===== config.mk =====
export PLATFORM = sky130hd
export DESIGN_NAME = ls_mem_ctrl_flat
export DESIGN_NICKNAME = d
export VERILOG_FILES = /design/src/rtl/ls_mem_ctrl_if.sv /design/src/rtl/ls_mem_ctrl.sv /design/src/flat_wrapper.sv
export SDC_FILE = /design/constraint.sdc
export NUM_CORES = 1
export LEC_CHECK = 0
export ABC_AREA = 1
export ABC_CLOCK_PERIOD_IN_PS = 3100
export CAP_MARGIN = 40
export CORE_ASPECT_RATIO = 1.25
export CORE_MARGIN = 3
export CORE_UTILIZATION = 51
export DETAILED_ROUTE_END_ITERATION = 16
export PLACE_DENSITY_LB_ADDON = 0.12
export SLEW_MARGIN = 20
export SYNTH_ARGS = -nofsm -noshare
export SYNTH_HDL_FRONTEND = slang
export SYNTH_SLANG_ARGS = --single-unit
export TNS_END_PERCENT = 50

===== constraint.sdc =====
create_clock -name clk_in -period 3.1 [get_ports clk_in]
set_clock_uncertainty 0.15 [all_clocks]
set_input_delay 0.62 -clock clk_in [delete_from_list [all_inputs] [get_ports clk_in]]
set_output_delay 0.62 -clock clk_in [all_outputs]
set_load 0.01 [all_outputs]

===== src/rtl/ls_mem_ctrl_if.sv =====
// Load/store controller port bundle: MEM-stage request, data-side bus and response.
// The controller uses the slave modport; the MEM stage / bus environment uses master.
interface ls_mem_ctrl_if #(
    parameter int PC_SZ = 32
);
    logic             req_valid_in;
    logic             req_ready_out;
    logic             req_rw_in;
    logic [PC_SZ-1:0] req_addr_in;
    logic [2:0]       req_size_in;
    logic             req_zero_ext_in;
    logic             req_mis_in;
    logic [31:0]      req_st_data_in;

    logic             bus_req_out;
    logic             bus_rw_out;
    logic [PC_SZ-1:0] bus_addr_out;
    logic [3:0]       bus_be_out;
    logic [31:0]      bus_wr_data_out;
    logic             bus_ack_in;
    logic             bus_err_in;
    logic [31:0]      bus_rd_data_in;

    logic             rsp_valid_out;
    logic [31:0]      rsp_ld_data_out;
    logic             rsp_exc_out;
    logic [3:0]       rsp_exc_cause_out;
    logic [PC_SZ-1:0] rsp_exc_addr_out;

    modport slave (
        input  req_valid_in, req_rw_in, req_addr_in, req_size_in, req_zero_ext_in,
               req_mis_in, req_st_data_in, bus_ack_in, bus_err_in, bus_rd_data_in,
        output req_ready_out, bus_req_out, bus_rw_out, bus_addr_out, bus_be_out,
               bus_wr_data_out, rsp_valid_out, rsp_ld_data_out, rsp_exc_out,
               rsp_exc_cause_out, rsp_exc_addr_out
    );

    modport master (
        output req_valid_in, req_rw_in, req_addr_in, req_size_in, req_zero_ext_in,
               req_mis_in, req_st_data_in, bus_ack_in, bus_err_in, bus_rd_data_in,
        input  req_ready_out, bus_req_out, bus_rw_out, bus_addr_out, bus_be_out,
               bus_wr_data_out, rsp_valid_out, rsp_ld_data_out, rsp_exc_out,
               rsp_exc_cause_out, rsp_exc_addr_out
    );
endinterface


===== src/rtl/ls_mem_ctrl.sv =====
// MEM-stage load/store sequencer onto the data bus: lane shifting, byte enables,
// load alignment/extension, misalignment, bus-error and bus-timeout exceptions.
// Optional feature macro: MISALIGNED_SPLIT_EN -- when defined, word-crossing accesses
// are split into two bus transfers instead of raising a misaligned exception.
module ls_mem_ctrl #(
    parameter int PC_SZ       = 32,
    parameter int BUS_TIMEOUT = 16
) (
    input  logic          clk_in,
    input  logic          reset_n_in,
    ls_mem_ctrl_if.slave  port
);
`ifdef MISALIGNED_SPLIT_EN
    localparam int LW = 8;   // lanes across two adjacent words
`else
    localparam int LW = 4;
`endif
    localparam int            CW      = $clog2(BUS_TIMEOUT);
    localparam logic [CW-1:0] CNT_MAX = CW'(BUS_TIMEOUT - 1);

    typedef enum logic [1:0] {IDLE = 2'd0, ACC1 = 2'd1, ACC2 = 2'd2, RESP = 2'd3} state_t;

    state_t            state_r;
    logic [CW-1:0]     cnt_r;
    logic              ready_r;
    logic              bus_req_r;
    logic              bus_rw_r;
    logic [PC_SZ-1:0]  bus_addr_r;
    logic [3:0]        bus_be_r;
    logic [31:0]       bus_wd_r;
    logic              rsp_valid_r;
    logic [31:0]       rsp_ld_r;
    logic              rsp_exc_r;
    logic [3:0]        rsp_cause_r;
    logic [PC_SZ-1:0]  rsp_exc_addr_r;
    logic              rw_r;
    logic [PC_SZ-1:0]  addr_r;
    logic [1:0]        sz_r;
    logic              zext_r;
`ifdef MISALIGNED_SPLIT_EN
    logic              split_r;
    logic [3:0]        be2_r;
    logic [31:0]       wd2_r;
    logic [31:0]       rd_lo_r;
    logic              split_s;
`endif

    logic [1:0]        sz_s;
    logic [LW-1:0]     mask_s;
    logic [LW-1:0]     be_full_s;
    logic [8*LW-1:0]   wd_full_s;
    logic [8*LW-1:0]   raw_s;
    logic [31:0]       ld_s;

    // Size encoding: 0 = byte, 1 = half, 2 = word (any other request size acts as word)
    function automatic logic [1:0] size_code(input logic [2:0] size);
        logic [1:0] code;
        case (size)
            3'd1:    code = 2'd0;
            3'd2:    code = 2'd1;
            default: code = 2'd2;
        endcase
        return code;
    endfunction

    // Shift raw lane data down to the access offset, then mask and extend to 32 bits
    function automatic logic [31:0] load_align(input logic [8*LW-1:0] raw, input logic [1:0] off,
                                               input logic [1:0] sz, input logic zext);
        logic [8*LW-1:0] sh;
        logic [31:0]     res;
        sh = raw >> {off, 3'b000};
        case (sz)
            2'd0:    res = zext ? {24'h000000, sh[7:0]} : {{24{sh[7]}}, sh[7:0]};
            2'd1:    res = zext ? {16'h0000, sh[15:0]} : {{16{sh[15]}}, sh[15:0]};
            default: res = sh[31:0];
        endcase
        return res;
    endfunction

    // Lane placement of the incoming request and alignment of the returning read data
    always_comb begin
        sz_s = size_code(port.req_size_in);
        case (sz_s)
            2'd0:    mask_s = LW'(8'h01);
            2'd1:    mask_s = LW'(8'h03);
            default: mask_s = LW'(8'h0F);
        endcase
        be_full_s = mask_s << port.req_addr_in[1:0];
        wd_full_s = (8*LW)'(port.req_st_data_in) << {port.req_addr_in[1:0], 3'b000};
`ifdef MISALIGNED_SPLIT_EN
        split_s = |be_full_s[7:4];
        if (state_r == ACC2) begin
            raw_s = {port.bus_rd_data_in, rd_lo_r};
        end else begin
            raw_s = {32'h00000000, port.bus_rd_data_in};
        end
`else
        raw_s = port.bus_rd_data_in;
`endif
        ld_s = load_align(raw_s, addr_r[1:0], sz_r, zext_r);
    end

    // Request/bus/response sequencer with all outputs registered
    always_ff @(posedge clk_in or negedge reset_n_in) begin
        if (!reset_n_in) begin
            state_r        <= IDLE;
            cnt_r          <= '0;
            ready_r        <= 1'b1;
            bus_req_r      <= 1'b0;
            bus_rw_r       <= 1'b0;
            bus_addr_r     <= '0;
            bus_be_r       <= 4'h0;
            bus_wd_r       <= 32'h00000000;
            rsp_valid_r    <= 1'b0;
            rsp_ld_r       <= 32'h00000000;
            rsp_exc_r      <= 1'b0;
            rsp_cause_r    <= 4'h0;
            rsp_exc_addr_r <= '0;
            rw_r           <= 1'b0;
            addr_r         <= '0;
            sz_r           <= 2'd0;
            zext_r         <= 1'b0;
`ifdef MISALIGNED_SPLIT_EN
            split_r        <= 1'b0;
            be2_r          <= 4'h0;
            wd2_r          <= 32'h00000000;
            rd_lo_r        <= 32'h00000000;
`endif
        end else begin
            case (state_r)
                IDLE: begin
                    if (port.req_valid_in) begin
                        ready_r <= 1'b0;
                        rw_r    <= port.req_rw_in;
                        addr_r  <= port.req_addr_in;
                        sz_r    <= sz_s;
                        zext_r  <= port.req_zero_ext_in;
`ifdef MISALIGNED_SPLIT_EN
                        split_r <= split_s;
                        be2_r   <= be_full_s[7:4];
                        wd2_r   <= wd_full_s[63:32];
                        begin
`else
                        if (port.req_mis_in) begin
                            state_r        <= RESP;
                            rsp_valid_r    <= 1'b1;
                            rsp_exc_r      <= 1'b1;
                            rsp_cause_r    <= port.req_rw_in ? 4'd6 : 4'd4;
                            rsp_exc_addr_r <= port.req_addr_in;
                            rsp_ld_r       <= 32'h00000000;
                        end else begin
`endif
                            state_r    <= ACC1;
                            cnt_r      <= '0;
                            bus_req_r  <= 1'b1;
                            bus_rw_r   <= port.req_rw_in;
                            bus_addr_r <= {port.req_addr_in[PC_SZ-1:2], 2'b00};
                            bus_be_r   <= be_full_s[3:0];
                            bus_wd_r   <= wd_full_s[31:0];
                        end
                    end else begin
                        state_r <= IDLE;
                    end
                end
                ACC1, ACC2: begin
                    if (port.bus_err_in || (!port.bus_ack_in && (cnt_r == CNT_MAX))) begin
                        // Access fault; error takes priority over ack
                        bus_req_r      <= 1'b0;
                        cnt_r          <= '0;
                        state_r        <= RESP;
                        rsp_valid_r    <= 1'b1;
                        rsp_exc_r      <= 1'b1;
                        rsp_cause_r    <= rw_r ? 4'd7 : 4'd5;
                        rsp_exc_addr_r <= addr_r;
                        rsp_ld_r       <= 32'h00000000;
                    end else if (port.bus_ack_in) begin
                        cnt_r <= '0;
`ifdef MISALIGNED_SPLIT_EN
                        if ((state_r == ACC1) && split_r) begin
                            // Second half: next word (wraps modulo 2^PC_SZ), remaining lanes
                            rd_lo_r    <= port.bus_rd_data_in;
                            state_r    <= ACC2;
                            bus_addr_r <= bus_addr_r + PC_SZ'(4);
                            bus_be_r   <= be2_r;
                            bus_wd_r   <= wd2_r;
                        end else begin
`else
                        begin
`endif
                            bus_req_r   <= 1'b0;
                            state_r     <= RESP;
                            rsp_valid_r <= 1'b1;
                            rsp_exc_r   <= 1'b0;
                            rsp_ld_r    <= rw_r ? 32'h00000000 : ld_s;
                        end
                    end else begin
                        cnt_r <= cnt_r + CW'(1);
                    end
                end
                RESP: begin
                    state_r        <= IDLE;
                    ready_r        <= 1'b1;
                    rsp_valid_r    <= 1'b0;
                    rsp_exc_r      <= 1'b0;
                    rsp_cause_r    <= 4'h0;
                    rsp_exc_addr_r <= '0;
                    rsp_ld_r       <= 32'h00000000;
                end
                default: begin
                    state_r     <= IDLE;
                    ready_r     <= 1'b1;
                    bus_req_r   <= 1'b0;
                    rsp_valid_r <= 1'b0;
                end
            endcase
        end
    end

    assign port.req_ready_out     = ready_r;
    assign port.bus_req_out       = bus_req_r;
    assign port.bus_rw_out        = bus_rw_r;
    assign port.bus_addr_out      = bus_addr_r;
    assign port.bus_be_out        = bus_be_r;
    assign port.bus_wr_data_out   = bus_wd_r;
    assign port.rsp_valid_out     = rsp_valid_r;
    assign port.rsp_ld_data_out   = rsp_ld_r;
    assign port.rsp_exc_out       = rsp_exc_r;
    assign port.rsp_exc_cause_out = rsp_exc_cause_map(rsp_cause_r);

    // Cause register is driven straight out; kept as a function for a single mapping point
    function automatic logic [3:0] rsp_exc_cause_map(input logic [3:0] cause);
        return cause;
    endfunction

    assign port.rsp_exc_addr_out  = rsp_exc_addr_r;
endmodule


===== src/flat_wrapper.sv =====
// flat-port wrapper written by rule: the top's interface ports become plain ports
module ls_mem_ctrl_flat 
#(
    parameter int PC_SZ       = 32,
    parameter int BUS_TIMEOUT = 16
)
  (clk_in, reset_n_in, port_req_valid_in, port_req_rw_in, port_req_addr_in, port_req_size_in, port_req_zero_ext_in, port_req_mis_in, port_req_st_data_in, port_bus_ack_in, port_bus_err_in, port_bus_rd_data_in, port_req_ready_out, port_bus_req_out, port_bus_rw_out, port_bus_addr_out, port_bus_be_out, port_bus_wr_data_out, port_rsp_valid_out, port_rsp_ld_data_out, port_rsp_exc_out, port_rsp_exc_cause_out, port_rsp_exc_addr_out);
  ls_mem_ctrl_if #(.PC_SZ(PC_SZ)) port_i ();
  input  logic clk_in;
  input  logic reset_n_in;
  input wire logic [$bits(port_i.req_valid_in)-1:0] port_req_valid_in;
  input wire logic [$bits(port_i.req_rw_in)-1:0] port_req_rw_in;
  input wire logic [$bits(port_i.req_addr_in)-1:0] port_req_addr_in;
  input wire logic [$bits(port_i.req_size_in)-1:0] port_req_size_in;
  input wire logic [$bits(port_i.req_zero_ext_in)-1:0] port_req_zero_ext_in;
  input wire logic [$bits(port_i.req_mis_in)-1:0] port_req_mis_in;
  input wire logic [$bits(port_i.req_st_data_in)-1:0] port_req_st_data_in;
  input wire logic [$bits(port_i.bus_ack_in)-1:0] port_bus_ack_in;
  input wire logic [$bits(port_i.bus_err_in)-1:0] port_bus_err_in;
  input wire logic [$bits(port_i.bus_rd_data_in)-1:0] port_bus_rd_data_in;
  output wire logic [$bits(port_i.req_ready_out)-1:0] port_req_ready_out;
  output wire logic [$bits(port_i.bus_req_out)-1:0] port_bus_req_out;
  output wire logic [$bits(port_i.bus_rw_out)-1:0] port_bus_rw_out;
  output wire logic [$bits(port_i.bus_addr_out)-1:0] port_bus_addr_out;
  output wire logic [$bits(port_i.bus_be_out)-1:0] port_bus_be_out;
  output wire logic [$bits(port_i.bus_wr_data_out)-1:0] port_bus_wr_data_out;
  output wire logic [$bits(port_i.rsp_valid_out)-1:0] port_rsp_valid_out;
  output wire logic [$bits(port_i.rsp_ld_data_out)-1:0] port_rsp_ld_data_out;
  output wire logic [$bits(port_i.rsp_exc_out)-1:0] port_rsp_exc_out;
  output wire logic [$bits(port_i.rsp_exc_cause_out)-1:0] port_rsp_exc_cause_out;
  output wire logic [$bits(port_i.rsp_exc_addr_out)-1:0] port_rsp_exc_addr_out;
  assign port_i.req_valid_in = port_req_valid_in;
  assign port_i.req_rw_in = port_req_rw_in;
  assign port_i.req_addr_in = port_req_addr_in;
  assign port_i.req_size_in = port_req_size_in;
  assign port_i.req_zero_ext_in = port_req_zero_ext_in;
  assign port_i.req_mis_in = port_req_mis_in;
  assign port_i.req_st_data_in = port_req_st_data_in;
  assign port_i.bus_ack_in = port_bus_ack_in;
  assign port_i.bus_err_in = port_bus_err_in;
  assign port_i.bus_rd_data_in = port_bus_rd_data_in;
  assign port_req_ready_out = port_i.req_ready_out;
  assign port_bus_req_out = port_i.bus_req_out;
  assign port_bus_rw_out = port_i.bus_rw_out;
  assign port_bus_addr_out = port_i.bus_addr_out;
  assign port_bus_be_out = port_i.bus_be_out;
  assign port_bus_wr_data_out = port_i.bus_wr_data_out;
  assign port_rsp_valid_out = port_i.rsp_valid_out;
  assign port_rsp_ld_data_out = port_i.rsp_ld_data_out;
  assign port_rsp_exc_out = port_i.rsp_exc_out;
  assign port_rsp_exc_cause_out = port_i.rsp_exc_cause_out;
  assign port_rsp_exc_addr_out = port_i.rsp_exc_addr_out;
  ls_mem_ctrl #(.PC_SZ(PC_SZ), .BUS_TIMEOUT(BUS_TIMEOUT)) u_core (.clk_in(clk_in), .reset_n_in(reset_n_in), .port(port_i));
endmodule

==> metrics.md <==
| Metric | Value |
|---|---|
| Via count | `7600` |
| Initial Utilization | `about 53%` |
| Antenna Violating Nets Remaining | `0` |
| Clock Tree Root | `clkbuf_16` |
| Die Y | `149.0 um` |
| Setup Buffers After CTS | `0` |
| Least-Margin Pin Slew | `0.7418 ns` |
| Crit-path leading delay family | `simple AND/OR/NAND/NOR gates` |
| Unrepaired setup endpoints after global routing | `false` |
| Critical path class | `reg2reg` |
| First-pass GRT wire length | `roughly 37000 um` |
| Total global routing overflow | `0` |
| Cts-stage hold buffer count | `0` |
| Share of layout cells above drive strength 1 | `between 5 and 6%` |
| Arrival time worst endpoint | `2.66 ns` |
| Lkg Pwr | `5.499 nW` |
| Simple-Gate Fraction of Synth Area | `21.98%` |
| HP Class | `in2async` |
| Syn-to-layout area delta | `38.30%` |
| Sequential cell area | `0.004506 mm^2` |
| Power per cell area | `989.0 mW/mm^2` |
| Core Region | `roughly 0.016 mm^2` |
| Adder and majority cell fraction of the synthesized area | `less than 1%` |
| Nature of the critical path endpoint | `register` |
| Post-synth EDFFs | `0` |
| Tot GR Track Use | `26.24%` |
| Primary FF master, synth | `dfrtp_1` |
| Worst VDD drop | `500.4 uV` |
| CTS buffer count | `17` |
| Slowest cell on crit path | `nor2_2` |
| CP Cell Sequence | `inv_1, ha_1, inv_1, nor2_2, inv_1, nand2_1, nand2_1, o21ai_0, a21oi_1` |
| Final Slew Violations | `0` |
| Area of the multi-input gates | `0.003206 mm^2` |
| Synth Register Bits | `180` |
| Count of input and output buffers | `~240` |
| Worst skew pair latency | `approximately 0.43 ns` |
| Largest family of logic cells by synthesized area | `simple AND/OR/NAND/NOR gates` |
| Syn Inst Count | `1018` |
| Status | `finished, final reports clean` |
| Syn Area/Cell | `8.191 um^2` |
| CP max FO | `15` |
| Minimum clock period | `~2.5 ns` |
| Routed WL per cell | `15.89 um` |
| Post-CTS Resized | `0` |
| Max-cap violation count | `0` |
| Max-slew headroom | `50.43%` |
| Via-per-instance ratio | `around 5.2` |
| Fin crit share | `about four fifths` |
| Diodes inserted | `0` |
| Commonest non-fill, non-tap cell in the layout | `nand2_1` |
| H-tree depth | `4` |
| Synth Area in Compound Gates | `14.77%` |
| Commonest non-fill, non-tap cells in the layout | `360 x nand2_1, 243 x clkdlybuf4s50_1, 179 x dfrtp_1` |
| Mux contribution to synthesized area | `less than 1%` |
| CTS tree | `yes` |
| Worst Path Buf+Inv | `3` |
| Hold Vio Cnt, Final | `0` |
| Count of final setup violators | `0` |
| Yosys cell types | `36` |
| Vias in the first global route | `7253` |
| DRC viols | `0` |
| Gp weighted congestion | `0.8772` |
| Synth async-reset ratio | `100.0%` |
| Largest net degree at the start of global routing | `70` |
| Fin nets | `1350` |
| CP max stage delay | `0.54 ns` |
| Die area | `0.01793 mm^2` |
| Rows | `51` |
| Clock transition at path regs | `about 0.070 ns` |
| YS warnings | `0` |
| Fillers | `1273` |
| Hpwl dp | `16270 um` |
| CTS Buffer Depth | `2` |
| Final Util | `between 70 and 80%` |
| Seq/Total Area, Yosys | `54.04%` |
| Total wire length | `23260 um` |
| XOR/XNOR Fraction of Synth Area | `0%` |
| Synth Cell Area | `0.008338 mm^2` |
| Initial antenna violation count | `0` |
| I/O pin cnt | `248` |
| Fmax | `between 400 and 500 MHz` |
| Sum Neg Setup Slack | `0 ns` |
| DRT iter0 DRCs | `between 600 and 700` |
| Sink Count | `180` |
| Startpoint types | `register` |
| Drt pass-1 iters | `5` |
| Required @ worst endpoint | `3.27 ns` |
| Crit path top cell by count | `inv_1` |
| Die X | `about 120 um` |
-- path summary, 6_finish.rpt --
check                                                                    end  slack [ns]  cells past startpoint                               start
worst max-delay path                             u_core.cnt_r[3]$_DFFE_PN0P_        0.60                      9       u_core.state_r[0]$_DFFE_PN0P_
worst min-delay path            u_core.port.rsp_exc_addr_out[21]$_DFFE_PN0P_        0.04                      1                          reset_n_in
worst max register to register                   u_core.cnt_r[3]$_DFFE_PN0P_        0.60                      9       u_core.state_r[0]$_DFFE_PN0P_
worst min register to register            u_core.port.bus_rw_out$_DFFE_PN0P_        0.33                      2  u_core.port.bus_rw_out$_DFFE_PN0P_
max in group asynchronous            u_core.port.bus_addr_out[3]$_DFFE_PN0P_        2.02                      2                          reset_n_in
min in group clk_in                       u_core.port.bus_rw_out$_DFFE_PN0P_        0.33                      2  u_core.port.bus_rw_out$_DFFE_PN0P_
-- Yosys cell counts (2+ instances only) --
cell type,count,area share (%)
a21oi_1,10,0.60
ha_1,4,0.60
o211ai_1,17,1.5
nand2_1,360,16
nor2_1,11,0.50
a22o_1,9,0.95
clkbuf_1,31,1.4
nor2_4,2,0.27
o21ai_0,153,9.2
nand3_2,2,0.24
buf_4,4,0.36
mux2i_1,7,0.84
o21ai_1,8,0.48
buf_2,25,1.5
nor2_2,3,0.23
o31ai_1,8,0.72
dfrtp_1,179,54
inv_2,5,0.23
nand3_1,64,3.8
nand2_2,3,0.23
o22ai_1,5,0.38
a22oi_1,7,0.63
inv_1,88,4.0
-- report_power, final --
part / total, W / switching [W] / internal [W]
Combinational: 0.00528 / 0.00289 / 0.00239
Clock: 0.00217 / 0.000945 / 0.00122
Sequential: 0.00396 / 0.000588 / 0.00337
-- metal layers --
metal / track usage, % / wire, um
met5: 0 / 0
met4: 7.710 / 478
met3: 7.132 / 1623
met2: 42.74 / 11500
met1: 34.64 / 9661
-- registers in the layout (all words and copies together), names as in the netlist, 3 cells and up --
register	cells
u_core.port.bus_addr_out	30
u_core.cnt_r	4
u_core.port.rsp_exc_cause_out	3
u_core.port.bus_wr_data_out	32
u_core.port.rsp_ld_data_out	32
u_core.addr_r	32
u_core.port.rsp_exc_addr_out	32
u_core.port.bus_be_out	4
-- worst register-to-register path: stages (launching register included) --
cell	delay (ns)
dfrtp_1	0.38
inv_1	0.07
ha_1	0.30
inv_1	0.10
nor2_2	0.54
inv_1	0.23
nand2_1	0.25
nand2_1	0.12
o21ai_0	0.20
a21oi_1	0.06
-- cells by family (layout without fill, tap and decap cells) --
kind of cell             Yosys count  after routing
adder cells (fa/ha/maj)            4              4
buffers and inverters            157            389
multiplexers                       7              7
other                              1              3
AND/OR/NAND/NOR                  449            449
AO/OA/AOI/OAI                    220            220
flip-flops                       180            180
-- through the flow --
| stage | worst slack (ns) | hold slack [ns] | total power [W] | cell area (um^2) | std cells |
|---|---|---|---|---|---|
| finish | 0.6016 | 0.03754 | 0.01140 | 11530 | 1464 |
| global route | 0.3777 | 0.06341 | 0.01223 | 11530 | 1464 |
| CTS | 0.6170 | 0.04791 | 0.01147 | 11530 | 1464 |
| detailed placement | 0.4254 | 0.3124 | 0.009256 | 10940 | 1432 |
| global placement | 0.5327 | 0.3057 | 0.009118 | 10940 | 1432 |
| floorplan | 1.264 | 0.1744 | 0.006750 | 8346 | 1020 |
-- layout make-up --
type	instances	share of cell area (%)
multi-input combinational	683	27.80
inverter	94	3.060
clock inverter	13	1.259
clock buffer	19	3.841
timing repair buffer	263	22.67
tap	212	2.300
sequential	180	39.07
(Power assumes the default switching activity.)
